## src/rtl/vga_rect_fill_ctrl.sv

```systemverilog
// Rectangle-fill engine: AHB-lite config slave plus AHB-lite write master that
// paints a rectangle of the 320x240 framebuffer one 32-bit word per pixel, in raster order.
module vga_rect_fill_ctrl #(
  parameter logic [31:0] FbBase   = 32'h0000_0000,
  parameter int unsigned FbWidth  = 320,
  parameter int unsigned FbHeight = 240
) (
  input  logic        i_hclk,
  input  logic        i_hreset,
  input  logic        i_hsel,
  input  logic        i_hready,
  input  logic        i_hwrite,
  input  logic [1:0]  i_htrans,
  input  logic [31:0] i_haddr,
  input  logic [31:0] i_hwdata,
  output logic        o_hreadyout,
  output logic [31:0] o_hrdata,
  output logic [1:0]  o_m_htrans,
  output logic [31:0] o_m_haddr,
  output logic [31:0] o_m_hwdata,
  output logic        o_m_hwrite,
  output logic [2:0]  o_m_hsize,
  input  logic        i_m_hready,
  output logic        o_irq
);

  localparam logic [8:0]  LpWidth  = 9'(FbWidth);
  localparam logic [8:0]  LpHeight = 9'(FbHeight);
  localparam logic [31:0] LpStride = 32'(FbWidth * 4);
  localparam logic [1:0]  HtIdle   = 2'b00;
  localparam logic [1:0]  HtNonseq = 2'b10;

  typedef enum logic [1:0] {StIdle, StCheck, StIssue, StDrain} state_e;

  state_e r_state, w_state_nxt;

  // Config slave address-phase capture and programmed registers
  logic [3:0]  r_addr;
  logic        r_wr;
  logic [8:0]  r_x0, r_y0, r_x1, r_y1;
  logic [11:0] r_color;
  logic        r_irq_en;

  // Working copy of the rectangle, frozen at START
  logic [8:0]  r_wx0, r_wy0, r_wx1, r_wy1;
  logic [11:0] r_wcolor;
  logic [8:0]  r_x, r_y;
  logic [31:0] r_row_base;

  // Status
  logic r_done, r_err, r_aborted, r_abort_pend;

  logic w_addr_ph, w_wr_ctrl, w_start, w_clear, w_abort, w_rect_ok, w_last, w_advance;
  logic w_unused;

  assign w_addr_ph = i_hsel & i_htrans[1] & i_hready;
  assign w_wr_ctrl = r_wr & (r_addr == 4'hC);
  assign w_start   = w_wr_ctrl & i_hwdata[0] & (r_state == StIdle);
  assign w_clear   = w_wr_ctrl & i_hwdata[1];
  assign w_abort   = w_wr_ctrl & i_hwdata[3] & (r_state == StIssue);
  assign w_rect_ok = (r_wx0 <= r_wx1) & (r_wy0 <= r_wy1) & (r_wx1 < LpWidth) & (r_wy1 < LpHeight);
  assign w_last    = (r_x == r_wx1) & (r_y == r_wy1);
  assign w_advance = (r_state == StIssue) & i_m_hready & ~w_last;

  assign o_hreadyout = 1'b1;
  assign o_m_hsize   = 3'b010;
  assign o_m_haddr   = r_row_base + {21'h0, r_x, 2'b00};
  assign o_m_hwdata  = {20'h0, r_wcolor};
  assign o_irq       = r_done & r_irq_en;
  assign w_unused    = ^{i_haddr[31:4], i_hwdata[31:25], i_hwdata[15:12], i_htrans[0]};

  // Capture the slave address phase; the write data lands one cycle later
  always_ff @(posedge i_hclk) begin
    if (i_hreset) begin
      r_addr <= 4'h0;
      r_wr   <= 1'b0;
    end else begin
      r_wr <= w_addr_ph & i_hwrite;
      if (w_addr_ph) r_addr <= i_haddr[3:0];
    end
  end

  // Programmed configuration registers
  always_ff @(posedge i_hclk) begin
    if (i_hreset) begin
      r_x0     <= '0;
      r_y0     <= '0;
      r_x1     <= '0;
      r_y1     <= '0;
      r_color  <= '0;
      r_irq_en <= 1'b0;
    end else if (r_wr) begin
      case (r_addr)
        4'h0: begin
          r_x0 <= i_hwdata[24:16];
          r_y0 <= i_hwdata[8:0];
        end
        4'h4: begin
          r_x1 <= i_hwdata[24:16];
          r_y1 <= i_hwdata[8:0];
        end
        4'h8: r_color  <= i_hwdata[11:0];
        4'hC: r_irq_en <= i_hwdata[2];
        default: ;
      endcase
    end
  end

  // FSM state register
  always_ff @(posedge i_hclk) begin
    if (i_hreset) r_state <= StIdle;
    else          r_state <= w_state_nxt;
  end

  // FSM next state and master control outputs
  always_comb begin
    w_state_nxt = r_state;
    o_m_htrans  = HtIdle;
    o_m_hwrite  = 1'b0;
    case (r_state)
      StIdle:  if (w_start) w_state_nxt = StCheck;
      StCheck: w_state_nxt = w_rect_ok ? StIssue : StIdle;
      StIssue: begin
        o_m_htrans = HtNonseq;
        o_m_hwrite = 1'b1;
        // An abort only takes effect once the current address phase is accepted
        if (i_m_hready && (w_last || w_abort || r_abort_pend)) w_state_nxt = StDrain;
      end
      StDrain: if (i_m_hready) w_state_nxt = StIdle;
      default: w_state_nxt = StIdle;
    endcase
  end

  // Working rectangle and pixel walker; row_base steps by one stride per row
  always_ff @(posedge i_hclk) begin
    if (i_hreset) begin
      r_wx0      <= '0;
      r_wy0      <= '0;
      r_wx1      <= '0;
      r_wy1      <= '0;
      r_wcolor   <= '0;
      r_x        <= '0;
      r_y        <= '0;
      r_row_base <= '0;
    end else begin
      if (w_start) begin
        r_wx0    <= r_x0;
        r_wy0    <= r_y0;
        r_wx1    <= r_x1;
        r_wy1    <= r_y1;
        r_wcolor <= r_color;
      end
      if (r_state == StCheck) begin
        r_x        <= r_wx0;
        r_y        <= r_wy0;
        r_row_base <= FbBase + ({23'h0, r_wy0} * LpStride);
      end else if (w_advance) begin
        if (r_x == r_wx1) begin
          r_x        <= r_wx0;
          r_y        <= r_y + 9'd1;
          r_row_base <= r_row_base + LpStride;
        end else begin
          r_x <= r_x + 9'd1;
        end
      end
    end
  end

  // Status flags; a set in the same cycle as a software clear wins
  always_ff @(posedge i_hclk) begin
    if (i_hreset) begin
      r_done       <= 1'b0;
      r_err        <= 1'b0;
      r_aborted    <= 1'b0;
      r_abort_pend <= 1'b0;
    end else begin
      if (w_clear) begin
        r_done    <= 1'b0;
        r_err     <= 1'b0;
        r_aborted <= 1'b0;
      end
      if (w_abort) r_abort_pend <= 1'b1;
      if ((r_state == StCheck) && !w_rect_ok) begin
        r_err  <= 1'b1;
        r_done <= 1'b1;
      end
      if ((r_state == StDrain) && i_m_hready) begin
        r_done       <= 1'b1;
        r_aborted    <= r_aborted | r_abort_pend;
        r_abort_pend <= 1'b0;
      end
    end
  end

  // Read mux driven by the captured address
  always_comb begin
    o_hrdata = 32'hCCCC_CCCC;
    case (r_addr)
      4'h0: o_hrdata = {7'h0, r_x0, 7'h0, r_y0};
      4'h4: o_hrdata = {7'h0, r_x1, 7'h0, r_y1};
      4'h8: o_hrdata = {20'h0, r_color};
      4'hC: o_hrdata = {27'h0, r_err, r_aborted, r_irq_en, r_done, (r_state != StIdle)};
      default: o_hrdata = 32'hCCCC_CCCC;
    endcase
  end

endmodule

```

## config.mk

```make
export PLATFORM = sky130hd
export DESIGN_NAME = vga_rect_fill_ctrl
export DESIGN_NICKNAME = d
export VERILOG_FILES = /design/src/rtl/vga_rect_fill_ctrl.sv
export SDC_FILE = /design/constraint.sdc
export NUM_CORES = 1
export LEC_CHECK = 0
export CAP_MARGIN = 20
export CELL_PAD_IN_SITES_DETAIL_PLACEMENT = 1
export CELL_PAD_IN_SITES_GLOBAL_PLACEMENT = 1
export CORE_MARGIN = 10
export CORE_UTILIZATION = 38
export CTS_CLUSTER_DIAMETER = 120
export CTS_CLUSTER_SIZE = 24
export DETAILED_ROUTE_END_ITERATION = 7
export MAX_ROUTING_LAYER = met4
export PLACE_DENSITY_LB_ADDON = 0.12
export RECOVER_POWER = 50
export SLEW_MARGIN = 25
export SYNTH_ARGS = -nofsm -noshare
export SYNTH_HDL_FRONTEND = slang
export SYNTH_SLANG_ARGS = --single-unit
```

## constraint.sdc

```tcl
create_clock -name i_hclk -period 3.9 [get_ports i_hclk]
set_clock_uncertainty 0.15 [all_clocks]
set_input_delay 0.78 -clock i_hclk [delete_from_list [all_inputs] [get_ports i_hclk]]
set_output_delay 0.78 -clock i_hclk [all_outputs]
set_load 0.03 [all_outputs]
```

==> metrics.cfg, run 1 <==
[clocking]
path_clk_slew_ps=70
numCtsBuffers=17
insertion_delay_ps=430
cts.sinks=150
cts-root-buf=clkbuf_16
clockBufferDepth=2
hold_buffers=0
htree_levels=4
cts_tree=yes

[setup_path]
cp_max_fo=5
r2r_setup_slack_ps=600
critPathArrivalTime_ps=2760
r2r_cells=6
startpoint_type=flip-flop
crit_required_ps=2970
cp-end-kind=output port
r2r_end=r_x[6]$_SDFFE_PP0P_
path_class=reg2out
regToRegStartpoint=r_wx1[8]$_SDFFE_PP0P_

[synthesis]
synthCells=1063
synth_cell_types=65
syn_area_um2=8320
yosys.cell_count.top_type=nand2_1
synth_top_area_share=0.361
synthFlopType=dfxtp_1
yosysSeqAreaShare=0.361
synth_area_leaders=dfxtp_1 36%, nand2_1 11%, a21oi_1 7.9%
ys_warn_count=0
yosys-top-cells-count=240 x nand2_1, 150 x dfxtp_1, 132 x a21oi_1, 54 x nor2_1, 45 x clkbuf_1
synth_edf_count=0
synth-seq-cells=150
yosysTopAreaCell=dfxtp_1
async_reset_ff_frac=0
avgSynthCellArea_um2=7.83

[power_and_ir_drop]
finalPower_mw=3.39
p_leak_nw=3.71
power_density_nw_per_um2=342
vdd_ir_drop_max_mv=0.273

[detailed_routing]
route.detailed.drc=0
dr.pass1.iters=5
wl_met2_um=11600
met3_wirelength_um=1440
wirelength_um=25700
highest_layer=met4
routed-via-count=7401
vias_per_cell=5.20
detail_route.wl_per_cell_um=18.0
wl_met1_um=12400
drtAntennaViolNets=0
drtIter0Drc=318

[timing]
timing.slew.headroom=-0.623
fmax_mhz=271
setup_slack_ps=211
finalCriticalPeriod_ps=3690
final_max_slew_viol_count=70
hold_viol=0
worstMarginPinSlew_ps=2430
setup_viol=0
tns_ps=0
period_share=0.946

[floorplan]
core_area_um2=21700
die-height_um=168
fp-row-count=54
die_w_um=168
top_level_ports=176
die_area_um2=28200
initial_utilization=0.384

[place]
io_buffer_count=103
hpwl_um=18900
pre_cts_slack_ps=280
place_congestion=0.816
placed_cell_area_um2=9360

[finish]
area_growth_pct=19.4
reg_top3=r_row_base (24), r_color (12), r_wcolor (12)
fin_area_um2=9930
largest-register=r_row_base
layout-drive-gt1-share=0.0674
final_util=0.458
final_nets=1241
largest_reg_flops=24

[global_route]
grt_pass1_wl_um=41400
gr-total-overflow=0
antenna_found_initial=1
grt_usage=0.183
grt_max_degree=55
grt_pass1_vias=7703

[run]
cap_violations=2

[hold_path]
hp-class=reg2reg
hold_start=r_wcolor[6]$_SDFFE_PP0P_
holdPathStages=2
whs_endpoint=r_wcolor[6]$_SDFFE_PP0P_

[run_status]
violations=capacitance limit, slew limit
status=finished, violations left

metrics by stage:
| step | std cells | hold slack (ps) |
|---|---|---|
| floorplan | 1093 | 286 |
| global placement | 1389 | 292 |
| detailed placement | 1389 | 301 |
| CTS | 1421 | 311 |
| global route | 1423 | 327 |
| finish | 1423 | 303 |
routing by layer:
| layer | global-route usage | vias to the layer above |
|---|---|---|
| met5 | - | - |
| met4 | 0.0424 | 0 |
| met3 | 0.0487 | 17 |
| met2 | 0.285 | 137 |
| met1 | 0.232 | 3540 |
| li1 | - | 3707 |
layout by cell type, fill, tap and decap left out, types with 9 or more instances in the layout:
master	Yosys	routed
a211oi_1	17	17
a21o_1	10	10
a21oi_1	132	132
and3_1	9	9
buf_4	44	21
clkbuf_16	0	17
clkdlybuf4s50_1	0	70
conb_1	2	32
dfxtp_1	150	148
dlygate4sd3_1	0	21
ha_1	38	38
inv_1	32	32
mux2i_1	21	21
nand2_1	240	240
nand3_1	26	26
nand4_1	17	17
nor2_1	54	53
nor3_1	18	16
o21ai_0	20	20
or3_1	10	11
xnor2_1	44	44
xor2_1	16	16
worst max path at each step:
stage                        start            end  slack (ps)  cells after the start
3_5_place_dp   r_x[6]$_SDFFE_PP0P_  o_m_haddr[31]         280                      8
3_3_place_gp   r_x[6]$_SDFFE_PP0P_  o_m_haddr[25]         280                      8
5_1_grt        r_x[6]$_SDFFE_PP0P_  o_m_haddr[26]         -20                     11
2_1_floorplan  r_x[6]$_SDFFE_PP0P_  o_m_haddr[26]         690                      9
6_report       r_x[6]$_SDFFE_PP0P_  o_m_haddr[26]         210                     11
4_1_cts        r_x[6]$_SDFFE_PP0P_  o_m_haddr[31]          20                      8
critical path, stage by stage, from the launching register on:
cell and delay, ps:
dfxtp_2 390, ha_1 180, inv_1 50, fa_1 410
nor2b_2 150, nor2_1 70, nor3_2 250, buf_4 180
nand2_1 110, nor3_2 230, xnor2_1 130, buf_4 180
kinds of logic after synthesis:
logic type | synth area share
buffers and inverters | 0.0838
adder cells (fa/ha/maj) | 0.0620
XOR/XNOR | 0.0632
flip-flops | 0.361
multiplexers | 0.0374
AO/OA/AOI/OAI | 0.156
AND/OR/NAND/NOR | 0.236
other | 0.000903
layout make-up:
| type | instances | area (um2) |
|---|---|---|
| multi-input combinational | 807 | 4730 |
| clock inverter | 13 | 146 |
| antenna | 1 | 2.50 |
| inverter | 33 | 124 |
| clock buffer | 19 | 433 |
| fill | 2610 | 11800 |
| timing repair buffer | 120 | 1140 |
| tap | 280 | 350 |
| sequential | 150 | 3010 |
where the power goes:
| part | switching, mW | internal (mW) |
|---|---|---|
| clock network | 0.702 | 0.950 |
| logic | 0.133 | 0.0644 |
| registers | 0.00766 | 1.54 |
what timing repair did:
action                                 4_1_cts  5_1_grt
gates resized for setup                      3        8
setup endpoints to repair                    5        7
setup buffers                                0        1
pin swaps                                    0        2
endpoints found under the hold margin        0        0
Note: power is estimated with default switching activity, not from simulation.
==> run 2: changes to the inputs <==
- SKIP_CTS_REPAIR_TIMING: unset -> 1
- SLEW_MARGIN: 25 -> 20
- TNS_END_PERCENT: unset -> 1
==> run 2 against run 1 <==
  * The run still ends with capacitance limit, slew limit left
  * Sequential cell count stayed put
  * Fmax down 3.3%
  * Final area shrank 0.15%
  * Cell count barely moved
  * Utilization shrank 0.069 points
  * Die area unchanged
  * Power is essentially flat
  * Setup slack worse by 130 ps
  * Sequential share of layout area about the same
  * Critical endpoint is now o_m_haddr[25]
  * Largest power group unchanged
==> metrics.cfg, run 2 (synthesis gave the netlist of run 1 again) <==
[run_status]
status=finished, violations left
violations=capacitance limit, slew limit

[clocking]
path_clk_slew_ps=70
insertion_delay_ps=430
clockBufferDepth=2
cts_tree=yes
htree_levels=4
numCtsBuffers=17
cts-root-buf=clkbuf_16
cts.sinks=150

[timing]
fmax_mhz=262
setup_viol=0
rsz0062_at_grt=yes
tns_ps=0
final_max_slew_viol_count=70
period_share=0.978
timing.slew.headroom=-0.609
finalCriticalPeriod_ps=3820
worstMarginPinSlew_ps=2410
hold_viol=0

[finish]
largest-register=r_row_base
reg_top3=r_row_base (24), r_color (12), r_wcolor (12)
final_cell_mix=240 x nand2_1, 149 x dfxtp_1, 132 x a21oi_1
layout_commonest_cell=nand2_1
fin_area_um2=9920
area_growth_pct=19.2
layout-drive-gt1-share=0.0640
largest_reg_flops=24
final_nets=1240

[place]
place_congestion=0.816
io_buffer_count=103
placed_cell_area_um2=9360
hpwl_um=18900

[global_route]
antenna_found_initial=1
grt_usage=0.183
grt_pass1_vias=7697
grt_pass1_wl_um=41400
grt_max_degree=55
gr-total-overflow=0

[floorplan]
top_level_ports=176
die_area_um2=28200
die-height_um=168
die_w_um=168
initial_utilization=0.384
fp-row-count=54
core_area_um2=21700

[power_and_ir_drop]
power_density_nw_per_um2=342
p_leak_nw=3.72
vdd_ir_drop_max_mv=0.273

[setup_path]
startpoint_type=flip-flop
cp-end-kind=output port
critPathArrivalTime_ps=2890
cp_max_fo=4
path_class=reg2out
r2r_setup_slack_ps=630
crit_required_ps=2970

[detailed_routing]
route.detailed.drc=0
vias_per_cell=5.19
routed-via-count=7382
detail_route.wl_per_cell_um=18.0
drtAntennaViolNets=0
wirelength_um=25600
dr.pass1.iters=5
drtIter0Drc=279

[hold_path]
hp-class=reg2reg

[run]
cap_violations=2

[run 2: metal layers]
| metal | track usage | up-vias | wire (um) |
|---|---|---|---|
| li1 | - | 3705 | - |
| met1 | 0.232 | 3533 | 12400 |
| met2 | 0.285 | 127 | 11700 |
| met3 | 0.0487 | 17 | 1310 |
| met4 | 0.0424 | 0 | 245 |
| met5 | - | - | 0 |
[run 2: area by class of cell]
type	instances	area (um2)
diodes	1	2.50
clock buffers	19	433
clock inverters	13	146
fillers	2612	11800
inverters	33	124
multi-input cells	807	4720
flip-flops and latches	150	3000
well taps	280	350
repair buffers	119	1130
[run 2: metrics by stage]
stage	hold slack, ps	setup WS (ps)	std cells	power, mW	util
6_report	303	84.5	1422	3.39	0.457
5_1_grt	327	-109	1422	3.51	0.457
4_1_cts	311	-180	1421	3.43	0.458
3_5_place_dp	301	280	1389	1.78	0.431
3_3_place_gp	292	282	1389	1.78	0.431
2_1_floorplan	286	686	1093	1.72	-
[run 2: worst paths after layout]
check,from,endpoint,depth (start not counted)
setup / recovery,r_x[7]$_SDFFE_PP0P_,o_m_haddr[25],8
hold reg to reg,r_wcolor[6]$_SDFFE_PP0P_,r_wcolor[6]$_SDFFE_PP0P_,2
hold / removal,r_wcolor[6]$_SDFFE_PP0P_,r_wcolor[6]$_SDFFE_PP0P_,2
setup reg to reg,r_wx1[8]$_SDFFE_PP0P_,r_x[6]$_SDFFE_PP0P_,6
[run 2: worst max-delay path, stage by stage, from the launching register on]
cell	delay, ps
dfxtp_1	350
ha_1	300
a21o_1	110
a21oi_1	110
nor3_2	350
nand3_1	230
nor2_1	170
xor2_1	150
clkdlybuf4s50_1	690
[run 2: power breakdown]
group	internal, mW	switching, mW	total, mW
clock network	0.950	0.703	1.65
logic	0.0641	0.133	0.197
registers	1.54	0.00767	1.54
total	2.55	0.843	3.39
